<file path="config.mk">
export PLATFORM = sky130hd
export DESIGN_NAME = alu_seq_nbit
export DESIGN_NICKNAME = d
export VERILOG_FILES = /design/src/rtl/alu_seq_pkg.sv /design/src/rtl/alu_mul_iter.sv /design/src/rtl/alu_seq_nbit.sv
export SDC_FILE = /design/constraint.sdc
export NUM_CORES = 1
export LEC_CHECK = 0
export ABC_AREA = 1
export CORE_ASPECT_RATIO = 1.25
export CORE_UTILIZATION = 40
export CTS_BUF_LIST = sky130_fd_sc_hd__clkbuf_8 sky130_fd_sc_hd__clkbuf_16
export CTS_CLUSTER_DIAMETER = 50
export DETAILED_ROUTE_END_ITERATION = 7
export PLACE_DENSITY_LB_ADDON = 0.1
export RECOVER_POWER = 25
export SYNTH_ARGS = -nofsm -noshare
export SYNTH_HDL_FRONTEND = slang
export SYNTH_HIERARCHICAL = 1
export SYNTH_SLANG_ARGS = --single-unit
</file>
<file path="constraint.sdc">
create_clock -name clk -period 4.07 [get_ports clk]
set_clock_uncertainty 0.15 [all_clocks]
set_input_delay 1.221 -clock clk [delete_from_list [all_inputs] [get_ports clk]]
set_output_delay 1.221 -clock clk [all_outputs]
set_load 0.01 [all_outputs]
</file>
<file path="src/rtl/alu_seq_pkg.sv">
// Shared opcode map, FSM encoding, flag bundle and overflow helper for the sequential ALU.
// Latency: n/a (definitions only).
// Backpressure: n/a (definitions only).
package alu_seq_pkg;

  // Opcode map; the ADD..XOR codes match the older combinational ALU.
  localparam logic [3:0] OP_ADD = 4'h0;
  localparam logic [3:0] OP_SUB = 4'h1;
  localparam logic [3:0] OP_AND = 4'h2;
  localparam logic [3:0] OP_OR  = 4'h3;
  localparam logic [3:0] OP_XOR = 4'h4;
  localparam logic [3:0] OP_SHL = 4'h5;
  localparam logic [3:0] OP_SHR = 4'h6;
  localparam logic [3:0] OP_MUL = 4'h7;

  typedef enum logic [0:0] {
    ST_IDLE = 1'b0,
    ST_MUL  = 1'b1
  } state_t;

  // Status flags carried alongside every result.
  typedef struct packed {
    logic zero;
    logic cout;
    logic borrow;
    logic ovf;
    logic err;
  } flags_t;

  // Two's-complement overflow from the operand and result sign bits.
  // For a subtract, B's sign is inverted because A-B is A+(-B).
  function automatic logic signed_ovf(input logic a_msb, input logic b_msb,
                                      input logic r_msb, input logic is_sub);
    logic b_eff;
    b_eff = is_sub ? ~b_msb : b_msb;
    return (a_msb == b_eff) && (r_msb != a_msb);
  endfunction

endpackage

</file>
<file path="src/rtl/alu_mul_iter.sv">
// Iterative shift-add unsigned N x N multiplier with start/done strobes.
// Latency: done pulses N edges after the start edge; prod is valid while done is high.
// Backpressure: none; the caller starts it only when it can take the result.
module alu_mul_iter #(
  parameter int N = 8
) (
  input  logic             clk,
  input  logic             rst,
  input  logic             start,
  input  logic [N-1:0]     a,
  input  logic [N-1:0]     b,
  output logic             done,
  output logic [2*N-1:0]   prod
);

  localparam int CW = $clog2(N + 1);

  logic [N-1:0]   a_q;
  logic [2*N-1:0] acc;
  logic [2*N-1:0] acc_nxt;
  logic [N:0]     psum;
  logic [CW-1:0]  cnt;
  logic           busy;

  // One step: add the multiplicand into the high half if the current multiplier
  // bit (acc LSB) is set, then shift the whole accumulator right by one.
  always_comb begin
    psum    = {1'b0, acc[2*N-1:N]} + {1'b0, (acc[0] ? a_q : {N{1'b0}})};
    acc_nxt = {psum, acc[N-1:1]};
  end

  // The final step's sum is handed out combinationally so the caller can
  // register it on the same edge the counter reaches zero.
  assign done = busy && (cnt == CW'(1));
  assign prod = acc_nxt;

  // Operand latch, accumulator and iteration counter.
  always_ff @(posedge clk) begin
    if (rst) begin
      a_q  <= '0;
      acc  <= '0;
      cnt  <= '0;
      busy <= 1'b0;
    end else if (start) begin
      a_q  <= a;
      acc  <= {{N{1'b0}}, b};
      cnt  <= CW'(N);
      busy <= 1'b1;
    end else if (busy) begin
      acc <= acc_nxt;
      cnt <= cnt - CW'(1);
      if (cnt == CW'(1)) begin
        busy <= 1'b0;
      end
    end
  end

endmodule

</file>
<file path="src/rtl/alu_seq_nbit.sv">
// Registered N-bit ALU with valid/ready on both sides and an iterative multiply.
// Latency: 1 edge for single-cycle ops, N edges for MUL; one result per cycle when streaming.
// Backpressure: a held result (out_valid && !out_ready) freezes outputs and drops in_ready.
module alu_seq_nbit
  import alu_seq_pkg::*;
#(
  parameter int N  = 8,
  parameter int SW = $clog2(N)
) (
  input  logic         clk,
  input  logic         rst,
  input  logic         in_valid,
  output logic         in_ready,
  input  logic [N-1:0] A,
  input  logic [N-1:0] B,
  input  logic [3:0]   Sel,
  output logic         out_valid,
  input  logic         out_ready,
  output logic [N-1:0] Y,
  output logic [N-1:0] Y_hi,
  output logic         Zero,
  output logic         Cout,
  output logic         Borrow,
  output logic         Ovf,
  output logic         Err
);

  state_t         state;
  state_t         state_nxt;
  logic           accept;
  logic           mul_start;
  logic           mul_done;
  logic           mul_fin;
  logic [2*N-1:0] mul_prod;
  flags_t         mul_f;

  logic [SW-1:0]  sh;
  logic [N:0]     sum;
  logic [N:0]     diff;
  logic [N:0]     shl_w;
  logic [N:0]     shr_w;
  logic [N-1:0]   sc_y;
  flags_t         sc_f;
  flags_t         flg;

  assign accept    = in_valid && in_ready;
  assign mul_start = accept && (Sel == OP_MUL);
  assign mul_fin   = (state == ST_MUL) && mul_done;

  assign {Zero, Cout, Borrow, Ovf, Err} = flg;

  // State register.
  always_ff @(posedge clk) begin
    if (rst) begin
      state <= ST_IDLE;
    end else begin
      state <= state_nxt;
    end
  end

  // Next state: leave IDLE on a MUL accept, return when the multiplier finishes.
  always_comb begin
    state_nxt = state;
    case (state)
      ST_IDLE: if (mul_start) state_nxt = ST_MUL;
      ST_MUL:  if (mul_done)  state_nxt = ST_IDLE;
      default: state_nxt = ST_IDLE;
    endcase
  end

  // Ready only when idle and the output slot is empty or being drained this cycle.
  always_comb begin
    in_ready = (state == ST_IDLE) && (!out_valid || out_ready) && !rst;
  end

  alu_mul_iter #(.N(N)) u_mul (
    .clk   (clk),
    .rst   (rst),
    .start (mul_start),
    .a     (A),
    .b     (B),
    .done  (mul_done),
    .prod  (mul_prod)
  );

  // Multiply flags: only Zero is meaningful, and it covers the full product.
  always_comb begin
    mul_f      = '0;
    mul_f.zero = (mul_prod == '0);
  end

  // Single-cycle datapath. Shifts use one guard bit so the last bit shifted out
  // lands in a fixed position; a zero shift leaves the guard bit clear.
  always_comb begin
    sh    = B[SW-1:0];
    sum   = {1'b0, A} + {1'b0, B};
    diff  = {1'b0, A} - {1'b0, B};
    shl_w = {1'b0, A} << sh;
    shr_w = {A, 1'b0} >> sh;
    sc_y  = '0;
    sc_f  = '0;
    case (Sel)
      OP_ADD: begin
        sc_y     = sum[N-1:0];
        sc_f.cout = sum[N];
        sc_f.ovf  = signed_ovf(A[N-1], B[N-1], sum[N-1], 1'b0);
      end
      OP_SUB: begin
        sc_y        = diff[N-1:0];
        sc_f.borrow = diff[N];
        sc_f.ovf    = signed_ovf(A[N-1], B[N-1], diff[N-1], 1'b1);
      end
      OP_AND: sc_y = A & B;
      OP_OR:  sc_y = A | B;
      OP_XOR: sc_y = A ^ B;
      OP_SHL: begin
        sc_y      = shl_w[N-1:0];
        sc_f.cout = shl_w[N];
      end
      OP_SHR: begin
        sc_y      = shr_w[N:1];
        sc_f.cout = shr_w[0];
      end
      OP_MUL: sc_y = '0;
      default: sc_f.err = 1'b1;
    endcase
    sc_f.zero = (sc_y == '0);
  end

  // Result registers: load on a single-cycle accept or multiplier finish,
  // otherwise drop out_valid once the sink takes the result.
  always_ff @(posedge clk) begin
    if (rst) begin
      out_valid <= 1'b0;
      Y         <= '0;
      Y_hi      <= '0;
      flg       <= '0;
    end else if (accept && !mul_start) begin
      out_valid <= 1'b1;
      Y         <= sc_y;
      Y_hi      <= '0;
      flg       <= sc_f;
    end else if (mul_fin) begin
      out_valid <= 1'b1;
      Y         <= mul_prod[N-1:0];
      Y_hi      <= mul_prod[2*N-1:N];
      flg       <= mul_f;
    end else if (out_ready) begin
      out_valid <= 1'b0;
    end
  end

endmodule

</file>
==> impl_metrics.py <==
metrics = {
    "logic_synthesis": {
        "synth-simple-area-share_pct": 39.5,
        "syn_nets": 795,
        "synth_seq_area_share_pct": 23.3,
        "synthesis.area_sq_um": 4470,
        "synth-edff-count": 0,
        "ys_async_sr_fraction_pct": 0,
        "ys_types": 41,
        "synth_flop_cell": "dfxtp_1",
        "ys_ff_latch": 52,
        "synthAdderAreaFrac_pct": 11.1,
        "synth_top_family_by_area": "simple AND/OR/NAND/NOR gates",
        "syn_inst": 733,
        "synth_compound_area_share_pct": 11.9,
        "yosysWarnings": 6,
        "syn_area_per_cell_sq_um": 6.10,
        "synth_mux_area_share_pct": 0,
        "synth_xor_area_share_pct": 0.783,
    },
    "sta": {
        "maxSlewViolCount": 0,
        "setup_ws_ns": 0.200,
        "layout_worst_path_cycle_share_pct": 95.1,
        "maxSlewHeadroom_pct": 54.9,
        "finalSetupViolations": 0,
        "final.setup.tns_ns": 0,
        "layout_min_cycle_time_ns": 3.87,
        "worst_slew_pin_slew_ns": 0.676,
        "grt_setup_unrepaired": "false",
        "hold_viol": 0,
        "timing.fmax_ghz": 0.258,
    },
    "floorplan": {
        "start_util_pct": 41.7,
        "ioPinCount": 47,
        "coreArea_sq_um": 10700,
        "die_h_um": 120,
        "fp.dieW_um": 96.6,
        "rows": 42,
        "die_area_sq_um": 11600,
    },
    "critical_path": {
        "worst-endpoint-arrival_ns": 2.50,
        "r2r_setup_slack_ns": 1.34,
        "crit_family": "buffers and inverters",
        "path_buf_inv": 2,
        "reg2regPathDepth": 13,
        "reg2reg_from": "u_mul/acc[0]",
        "max_stage_delay_ns": 0.57,
        "critical_path.slowest_cell": "clkdlybuf4s50_1",
        "path_cells": "clkdlybuf4s50_1 > nor3_4 > clkdlybuf4s50_1",
        "timing.rr.end": "Zero",
        "cp-startpoint": "rst",
        "critPathCaptureType": "output port",
        "path_class": "in -> out",
        "crit_cells": 3,
        "worst_setup_path_start_kind": "primary input",
        "cp_max_fo": 3,
        "critPathMostFrequentCell": "clkdlybuf4s50_1",
        "required_ns": 2.70,
        "endpoint": "in_ready",
    },
    "clocking": {
        "ctsLongestPathBuffers": 2,
        "clkLatencyLatePin_ns": 0.29,
        "htreeDepth": 2,
        "root_buffer": "clkbuf_16",
        "hold_buffers": 0,
        "cts.sinks": 52,
        "clkTransAtPathRegs_ns": 0.07,
        "cts_setup_buffers": 0,
        "cts-resized-gates": 0,
        "cts_tree": "built",
        "cts_buffers": 5,
    },
    "outcome": {
        "outcome": "finished clean",
    },
    "layout": {
        "multi_input_area_sq_um": 2840,
        "mostFrequentLayoutCell": "nand2_1",
        "nets": 835,
        "fill_cells": 1161,
        "drive_gt1_share_pct": 6.33,
        "ff_latch_area_sq_um": 1040,
        "diodes": 0,
        "layout_common_cells": "nand2_1 (211), nor2_1 (98), inv_1 (91)",
        "area_delta_synth_final_pct": 15.4,
    },
    "drt": {
        "via_per_inst": 5.29,
        "routed_wl_mm": 13.9,
        "drc": 0,
        "dr_total_vias": 4792,
        "firstDrtPassIters": 5,
        "drt-initial-drc-count": 266,
        "routedWlPerCell_um": 15.4,
        "ant_nets": 0,
    },
    "power_and_ir_drop": {
        "ir_drop_mv": 0.155,
        "p_per_area_nw_per_um2": 249,
        "p_leak_nw": 2.72,
    },
    "grt": {
        "grt_pass1_wl_mm": 22.4,
        "grt_max_degree": 20,
        "antenna_found_initial": 0,
        "grt-ovfl-total": 0,
        "grt_use_total_pct": 25.3,
        "grt_pass1_vias": 4531,
    },
    "job": {
        "cap_violations": 0,
    },
    "placement": {
        "hpwl_mm": 11.2,
        "pre_cts_ws_ns": 0.199,
        "gp_congestion": 0.979,
        "io_buffer_count": 46,
    },
    "min_path": {
        "holdCritPathClass": "reg -> reg",
    },
}
==> worst register-to-register path, cell delays in order, from the launching register on <==
cell and delay, ns:
dfxtp_1 0.39, nand2_1 0.09, inv_1 0.06, ha_1 0.21, fa_1 0.40, nand3_1 0.10, nand2_1 0.09, nand2_1 0.09
nand2_1 0.07, nand2_1 0.08, nand2_1 0.12, nor4_1 0.45, a41oi_1 0.21, a21oi_2 0.16
==> cell families after synthesis <==
logic type	Yosys count
DFF	52
and+or+nand+nor	418
adders and majority gates	38
buffers and inverters	129
xor gates and xnor gates	4
AOI/OAI and AO/OA	92
==> cell type report <==
type                            instances  area share (%)
Clock buffer                            5            2.42
Tap cell                              132            3.20
Timing Repair Buffer                   61            11.1
Multi-Input combinational cell        552            54.9
Sequential cell                        52            20.2
Inverter                              101            7.68
Clock inverter                          3           0.533
==> how the worst min path moves through the flow <==
stage                 start           end  slack (ns)  depth (start not counted)
6_report                Err           Err        0.31                          2
5_1_grt                Y[3]          Y[3]        0.34                          2
4_1_cts                 Err           Err        0.31                          2
3_5_place_dp            Err           Err        0.30                          2
3_3_place_gp            Err           Err        0.30                          2
2_1_floorplan  u_mul/cnt[3]  u_mul/cnt[3]        0.29                          2
==> layer usage <==
metal	wire length, um	up-vias	GRT usage, %
li1	-	2410	-
met2	6850	118	42.3
met1	5760	2228	30.5
met5	0	-	0
met3	601	36	3.71
met4	724	0	13.6
==> state kept, by name, indices dropped and copies added, names as in the netlist <==
register	cells
Cout	1
Ovf	1
u_mul/acc	16
u_mul/a_q	8
u_mul/cnt	4
u_mul/busy	1
state	1
Borrow	1
Zero	1
Y	8
Y_hi	8
out_valid	1
Err	1
==> report_power, final <==
part	leakage (nW)	internal (mW)	switching, mW
sequential	0.421	0.520	0.00844
clock	0.0719	0.234	0.208
combinational	2.23	0.116	0.200
==> per-stage QoR <==
step | area, sq um | hold WS, ns | utilization (%) | instances | total power [mW]
final | 5160 | 0.310 | 48.2 | 906 | 1.29
after floorplan | 4470 | 0.292 | - | 733 | 0.738
after global placement | 5010 | 0.299 | 46.7 | 898 | 0.854
after detailed placement | 5010 | 0.303 | 46.7 | 898 | 0.855
after global routing | 5160 | 0.335 | 48.2 | 906 | 1.36
after CTS | 5160 | 0.314 | 48.2 | 906 | 1.30
==> synth_stat cells, types with 3 or more instances <==
master | n | area [sq um]
a21oi_1 | 36 | 180
a31oi_1 | 3 | 18.8
buf_2 | 7 | 35.0
buf_4 | 13 | 97.6
buf_6 | 5 | 56.3
clkbuf_1 | 3 | 11.3
dfxtp_1 | 52 | 1040
fa_1 | 3 | 60.1
ha_1 | 35 | 438
inv_1 | 91 | 342
inv_2 | 6 | 22.5
nand2_1 | 211 | 792
nand2_2 | 6 | 37.5
nand3_1 | 71 | 355
nand4_1 | 4 | 25.0
nor2_1 | 98 | 368
nor2_2 | 5 | 31.3
nor3_1 | 12 | 60.1
nor4_1 | 3 | 18.8
o211ai_1 | 4 | 30.0
o21ai_0 | 27 | 135
o21ai_1 | 3 | 15.0
o221ai_1 | 8 | 70.1
xor2_1 | 4 | 35.0
(Power assumes the default switching activity.)
